### src/rtl/err_event_rx.sv
// Receive side of the residue-channel error-flag path: regenerates the registered any-error
// output and queues timestamped source masks for the controller, with sticky/counter status.
module err_event_rx #(
  parameter int unsigned TS_W   = 16,
  parameter int unsigned CNT_W  = 16,
  parameter int unsigned DROP_W = 8,
  parameter int unsigned DEPTH  = 4
) (
  input  logic                       clk,
  input  logic                       reset_n,
  input  logic                       inA,
  input  logic                       inB,
  input  logic                       inC,
  input  logic                       clr,
  output logic                       err_any,
  output logic                       ev_valid,
  input  logic                       ev_ready,
  output logic [2:0]                 ev_mask,
  output logic [TS_W-1:0]            ev_ts,
  output logic [2:0]                 sticky,
  output logic [CNT_W-1:0]           err_cnt,
  output logic [DROP_W-1:0]          drop_cnt,
  output logic [$clog2(DEPTH):0]     fifo_level
);

  localparam int unsigned AW = $clog2(DEPTH);
  localparam int unsigned LW = AW + 1;

  logic [TS_W-1:0]   ts_q;
  logic [2:0]        s1_mask_q;
  logic [TS_W-1:0]   s1_ts_q;
  logic [AW-1:0]     wr_ptr_q, rd_ptr_q;
  logic [LW-1:0]     level_q;
  logic [2:0]        sticky_q;
  logic [CNT_W-1:0]  err_cnt_q;
  logic [DROP_W-1:0] drop_cnt_q;

  logic [2:0]        mem_mask [DEPTH];
  logic [TS_W-1:0]   mem_ts   [DEPTH];

  logic event_s2, full, pop, push, drop;

  always_comb begin
    event_s2 = |s1_mask_q;
    full     = (level_q == LW'(DEPTH));
    pop      = (level_q != '0) && ev_ready && !clr;
    // A full FIFO still accepts when the head leaves on the same edge.
    push     = event_s2 && !clr && (!full || pop);
    drop     = event_s2 && !clr && full && !pop;
  end

  always_ff @(posedge clk or negedge reset_n) begin
    if (!reset_n) begin
      ts_q       <= '0;
      s1_mask_q  <= '0;
      s1_ts_q    <= '0;
      wr_ptr_q   <= '0;
      rd_ptr_q   <= '0;
      level_q    <= '0;
      sticky_q   <= '0;
      err_cnt_q  <= '0;
      drop_cnt_q <= '0;
    end else begin
      ts_q      <= ts_q + 1'b1;
      s1_mask_q <= {inC, inB, inA};
      s1_ts_q   <= ts_q;
      if (clr) begin
        wr_ptr_q   <= '0;
        rd_ptr_q   <= '0;
        level_q    <= '0;
        sticky_q   <= '0;
        err_cnt_q  <= '0;
        drop_cnt_q <= '0;
      end else begin
        if (push) wr_ptr_q <= wr_ptr_q + 1'b1;
        if (pop)  rd_ptr_q <= rd_ptr_q + 1'b1;
        if (push && !pop)      level_q <= level_q + 1'b1;
        else if (pop && !push) level_q <= level_q - 1'b1;
        if (event_s2) begin
          sticky_q <= sticky_q | s1_mask_q;
          if (err_cnt_q != '1) err_cnt_q <= err_cnt_q + 1'b1;
        end
        if (drop && drop_cnt_q != '1) drop_cnt_q <= drop_cnt_q + 1'b1;
      end
    end
  end

  // Storage needs no reset: outputs are gated by the occupancy level.
  always_ff @(posedge clk) begin
    if (push) begin
      mem_mask[wr_ptr_q] <= s1_mask_q;
      mem_ts[wr_ptr_q]   <= s1_ts_q;
    end
  end

  assign err_any    = |s1_mask_q;
  assign ev_valid   = (level_q != '0);
  assign ev_mask    = ev_valid ? mem_mask[rd_ptr_q] : 3'b000;
  assign ev_ts      = ev_valid ? mem_ts[rd_ptr_q] : '0;
  assign sticky     = sticky_q;
  assign err_cnt    = err_cnt_q;
  assign drop_cnt   = drop_cnt_q;
  assign fifo_level = level_q;

endmodule
### config.mk
export PLATFORM = sky130hd
export DESIGN_NAME = err_event_rx
export DESIGN_NICKNAME = d
export VERILOG_FILES = /design/src/rtl/err_event_rx.sv
export SDC_FILE = /design/constraint.sdc
export NUM_CORES = 1
export LEC_CHECK = 0
export BUFFER_PORTS_ARGS = -buffer_cell sky130_fd_sc_hd__buf_2
export CORE_UTILIZATION = 35
export DETAILED_ROUTE_END_ITERATION = 7
export SETUP_SLACK_MARGIN = 0.05
export SYNTH_ARGS = -nofsm -noshare
export SYNTH_HDL_FRONTEND = slang
export SYNTH_SLANG_ARGS = --single-unit
export TNS_END_PERCENT = 10
### constraint.sdc
create_clock -name clk -period 3.2 [get_ports clk]
set_clock_uncertainty 0.05 [all_clocks]
set_input_delay 0.96 -clock clk [delete_from_list [all_inputs] [get_ports clk]]
set_output_delay 0.96 -clock clk [all_outputs]
set_load 0.01 [all_outputs]
# --- Word level (Yosys, flattened, before mapping) ---
# Memories as Yosys holds them, arrays and structs flattened.
# Index checks and enable logic that the tools add are counted.
op_classes:
  n_addsub: 7
  n_eq_ne: 3
  mux: 18
  n_bitwise: 1
  reduce_logical: 23
ops:
  columns: ["operator", "n"]
  rows:
  - ["$mux W16", 4]
  - ["$add A16 B1 Y16 const B", 2]
  - ["$mux W3", 6]
  - ["$mux W8", 2]
  - ["$ne A16 B16 Y1 const B", 1]
  - ["$reduce_bool A2 Y1", 5]
  - ["$logic_and A1 B1 Y1", 9]
  - ["$add A8 B1 Y8 const B", 1]
  - ["$mux W2", 4]
  - ["$ne A8 B8 Y1 const B", 1]
  - ["$reduce_bool A3 Y1", 2]
  - ["$add A2 B1 Y2 const B", 2]
  - ["$logic_not A1 Y1", 4]
  - ["$add A3 B1 Y3 const B", 1]
  - ["$eq A3 B3 Y1 const B", 1]
  - ["$or A3 B3 Y3", 1]
  - ["$reduce_or A3 Y1", 1]
  - ["$sub A3 B1 Y3 const B", 1]
  - ["$mux W1", 2]
  - ["$reduce_and A2 Y1", 1]
  - ["$logic_or A1 B1 Y1", 1]
totals:
  ff_bits: 69
  ram_bits: 76
  input_bits: 7
  out_inout_bits: 51
  wordCells: 63
  memories: 2
memory_table:
  columns: ["name", "words", "width", "rd", "rd_ports_with_merged_regs", "write_ports", "line_no", "rtl"]
  rows:
  - ["mem_ts", 4, 16, 1, 0, 1, "39", "logic [TS_W-1:0] mem_ts [DEPTH];"]
  - ["mem_mask", 4, 3, 1, 0, 1, "38", "logic [2:0] mem_mask [DEPTH];"]

# --- Logic depth before layout (Yosys ltp) ---
depth:
  word_depth: 10
  mapped_depth: 9
  depth_no_buf: 8

# --- Worst setup path after synthesis ---
# Ideal clock, no wire load.
synth_path:
  path_type: "in2reg"
  start: "in clr"
  end: "reg level_q[2], in the netlist fifo_level[2]"
  setup_ps: 125
  arrival_time_ps: 2751
  path_slack_ps: 275
  stages: 8
  cell_sequence: "clkbuf_1 > nand2b_1 > a31oi_1 > nor2b_1 > and2_1 > fa_1 > a22oi_1 > mux2_2"
synth_via:
  elab_chain_len: 7
  elab_cells_between_ends: 12
  classes_between: "2 x mux; 10 x reduce/logical"
synth_lines:
  columns: ["element", "line_no", "rtl"]
  rows:
  - ["start: declaration", "14", "input logic clr,"]
  - ["$logic_not A1 Y1", "46, 48", null]
  - ["$logic_and A1 B1 Y1", "46", "pop = (level_q != '0) && ev_ready && !clr;"]
  - ["$logic_or A1 B1 Y1", "48", "push = event_s2 && !clr && (!full || pop);"]
  - ["$logic_and A1 B1 Y1", "48", null]
  - ["$logic_and A1 B1 Y1 or $logic_not A1 Y1 (tied branches)", "77, 78", null]
  - ["$mux W3 or $logic_and A1 B1 Y1 (tied branches)", "77, 78", null]
  - ["$mux W3 or $reduce_bool A3 Y1 (tied branches)", null, null]
  - ["end signal: assignment", "77", "if (push && !pop) level_q <= level_q + 1'b1;"]
  - ["end signal: assignment", "78", "else if (pop && !push) level_q <= level_q - 1'b1;"]
  - ["end: declaration", "33", "logic [LW-1:0] level_q;"]
# Several ways; a longest one is shown, not always the timed one.
# A chain may end at the register's enable or synchronous reset.

# --- Worst setup path in the final report ---
layout_path:
  start: "reg rd_ptr_q[0]"
  end: "out ev_ts[15]"
layout_via:
  elab_chain_len: 2
layout_lines:
  columns: ["element", "line_no", "rtl"]
  rows:
  - ["start: declaration", "32", "logic [AW-1:0] wr_ptr_q, rd_ptr_q;"]
  - ["start signal: assignment", "76", "if (pop) rd_ptr_q <= rd_ptr_q + 1'b1;"]
  - ["$mem_v2 Z4 W16", null, null]
  - ["$mux W16", "99", "assign ev_ts = ev_valid ? mem_ts[rd_ptr_q] : '0;"]
  - ["end: declaration", "19", "output logic [TS_W-1:0] ev_ts,"]
# No other way between the ends.

==> summary.md <==
| Metric | Value |
|---|---|
| Worst setup startpoint | `rd_ptr_q[0]` |
| Clk sinks | `145` |
| Max clock buf depth | `2` |
| Prevailing post-synth register cell | `edfxtp_1` |
| Leak | `2.81 nW` |
| Via/cell ratio | `5.07` |
| I/O pins | `58` |
| Gr usage total | `0.142` |
| Number of global-route vias before repair | `3638` |
| Post-synth top area cell | `edfxtp_1` |
| Root Driver | `clkbuf_16` |
| Num rows | `47` |
| Post-DR wirelength/cell | `15.9 um` |
| EDFF count, synth | `76` |
| Clk Latency, worst-skew pair | `0.42 ns` |
| DRT antenna net count | `0` |
| Status | `finished, final reports clean` |
| Area Growth Syn to Fin | `20.4%` |
| Syn Nets | `426` |
| Full die area | `17600 um2` |
| Worst r2r path cells | `7` |
| Detailed Routing Iterations Pass 1 | `4` |
| Max Slew Vio Count | `0` |
| IO buf count | `57` |
| Data required, critical path | `2.19 ns` |
| Critical Path End | `ev_ts[15]` |
| Power density over the cells | `735 nW/um2` |
| Die width | `133 um` |
| Final core occ | `0.432` |
| Core ar. | `16600 um2` |
| WL final | `11400 um` |
| Netlist cell types | `46` |
| Crit. End Element | `primary output` |
| Worst r2r src | `s1_mask_q[1]` |
| Worst setup path category | `reg2out` |
| Most common cell after layout, fill and taps aside | `edfxtp_1` |
| CTS tree | `yes` |
| Crit path max fanout | `19` |
| Hold crit path type | `reg2reg` |
| Starting density of the core | `0.359` |
| Ys async rst share | `0.476` |
| Fin crit period | `2.92 ns` |
| Setup-failing EPs final | `0` |
| First-pass GRT wire length | `19100 um` |
| Total CTS buffers | `17` |
| Ant diodes | `0` |
| VDD IR max | `0.502 mV` |
| Routed vias | `3642` |
| Critical R2R Capture | `fifo_level[2]` |
| Final net count | `501` |
| Period utilization | `0.914` |
| Final count of hold timing violations | `0` |
| DPL Wire Length | `7010 um` |
| GRT Residual Overflow | `0` |
| Max-cap violations | `0` |
| R2r setup slk | `0.85 ns` |
| Most frequent cells in the layout | `edfxtp_1, dfrtp_1, buf_2, nor2_1, nor2b_1` |
| Clock transition at the registers of the reported paths | `0.06 ns` |
| CP arrival | `1.91 ns` |
| Cell area after synthesis | `5970 um2` |
| Fmax | `0.342 GHz` |
| DRC errors left | `0` |
| Synth Area per Inst | `14.5 um2` |
| Max-slew headroom | `0.533` |
| Critical Path Source Type | `flip-flop` |
| Worst slew pin tran | `0.701 ns` |
| Synthesized instance count | `411` |
| Hold_buf cts | `0` |
| Initial antenna violation count | `0` |
| Share of the synthesized area in the top cell type | `0.382` |
| Post-CTS setup buffer count | `0` |
| Chip height | `133 um` |
| Tightest hold margin | `0.351 ns` |
| DRT iter0 DRCs | `171` |
| H-tree depth | `4` |
| Top cells by area, synth | `edfxtp_1, dfrtp_1, mux4_2, nor2b_1, nor2_1` |
| Sequential share of the synthesized area | `0.672` |
| Power Total | `5.28 mW` |
| Warnings, synthesis | `0` |
| #FFs+latches synth | `145` |
| Hold path cells | `0` |
| RSZ-0062 raised after global routing | `no` |
| Final TNS setup | `0 ns` |
| Routability cong. | `0.807` |
| Layout cell share with drive strength beyond 1 | `0.261` |
| Largest net degree at the start of global routing | `44` |
## stage by stage
stage | cells | setup slack, ns | area (um2)
3_5_place_dp | 687 | 0.291 | 6600
3_3_place_gp | 687 | 0.337 | 6600
6_report | 719 | 0.276 | 7180
5_1_grt | 719 | 0.186 | 7180
4_1_cts | 719 | 0.0667 | 7180
2_1_floorplan | 411 | 0.275 | 5970
## repair_timing
| item | 4_1_cts | 5_1_grt |
|---|---|---|
| hold endpoints to repair | 0 | 0 |
| gates resized for setup | 0 | 1 |
| endpoints found under the setup margin | 0 | 1 |
## power breakdown
| part | internal [mW] | switching [mW] | total, mW | leakage, nW |
|---|---|---|---|---|
| Combinational | 0.527 | 0.603 | 1.13 | 0.936 |
| Clock | 1.19 | 0.736 | 1.92 | 0.275 |
| Sequential | 2.13 | 0.0951 | 2.23 | 1.60 |
| Total | 3.85 | 1.43 | 5.28 | 2.81 |
## worst max-delay path, cell delays in order (launching register included)
cell and delay, ns:
dfrtp_1 0.43, buf_12 0.24, mux4_2 0.53, nor2b_1 0.15
buf_2 0.14
## flip-flops by register name, summed over array words and instances (netlist names)
signal      flops
drop_cnt        8
err_cnt        16
fifo_level      3
mem_mask       12
mem_ts         64
rd_ptr_q        2
s1_mask_q       3
s1_ts_q        16
sticky          3
ts_q           16
wr_ptr_q        2
## how the worst min path moves through the flow
stage                   from          end
floorplan           ts_q[15]  s1_ts_q[15]
global placement    ts_q[15]  s1_ts_q[15]
detailed placement  ts_q[15]  s1_ts_q[15]
CTS                 ts_q[15]  s1_ts_q[15]
global route        ts_q[15]  s1_ts_q[15]
finish              ts_q[15]  s1_ts_q[15]
## layout make-up
class / instances / area, um2
sequential: 145 / 4010
fill: 1515 / 9460
clock inverter: 9 / 110
timing repair buffer: 71 / 415
multi-input combinational: 236 / 1850
clock buffer: 23 / 468
inverter: 15 / 56.3
tap: 220 / 275
## Yosys cell counts, drive strengths merged (2+ instances only)
cell / instances
nand3: 17
nor2b: 26
nor3: 7
inv: 14
a211oi: 2
mux4: 19
o31ai: 6
and4: 3
a21oi: 18
nor4b: 2
xor2: 6
and3: 4
or3: 8
nand4: 9
o41ai: 5
ha: 7
or4b: 2
buf: 4
mux2: 7
nand2: 11
nor4: 3
nor2: 26
or3b: 2
edfxtp: 76
o21ai: 9
dfrtp: 69
a2111oi: 2
xnor2: 10
clkbuf: 11
or4: 8
and2: 7
## kinds of logic (layout without fill, tap and decap cells)
| kind of cell | after synthesis | count (layout) | synth area share |
|---|---|---|---|
| XOR/XNOR | 16 | 16 | 0.0235 |
| flip-flops | 145 | 145 | 0.672 |
| adder cells (fa/ha/maj) | 8 | 8 | 0.0180 |
| AND/OR/NAND/NOR | 138 | 138 | 0.131 |
| multiplexers | 26 | 26 | 0.0849 |
| buffers and inverters | 30 | 118 | 0.0201 |
| AO/OA/AOI/OAI | 48 | 48 | 0.0511 |
## per-layer routing
metal,vias up,part of all wire,track usage
met3,13,0.045,0.0391
li1,1693,-,-
met2,89,0.49,0.227
met5,-,0,0
met1,1847,0.45,0.183
met4,0,0.014,0.0575
Note: power is estimated with default switching activity, not from simulation.
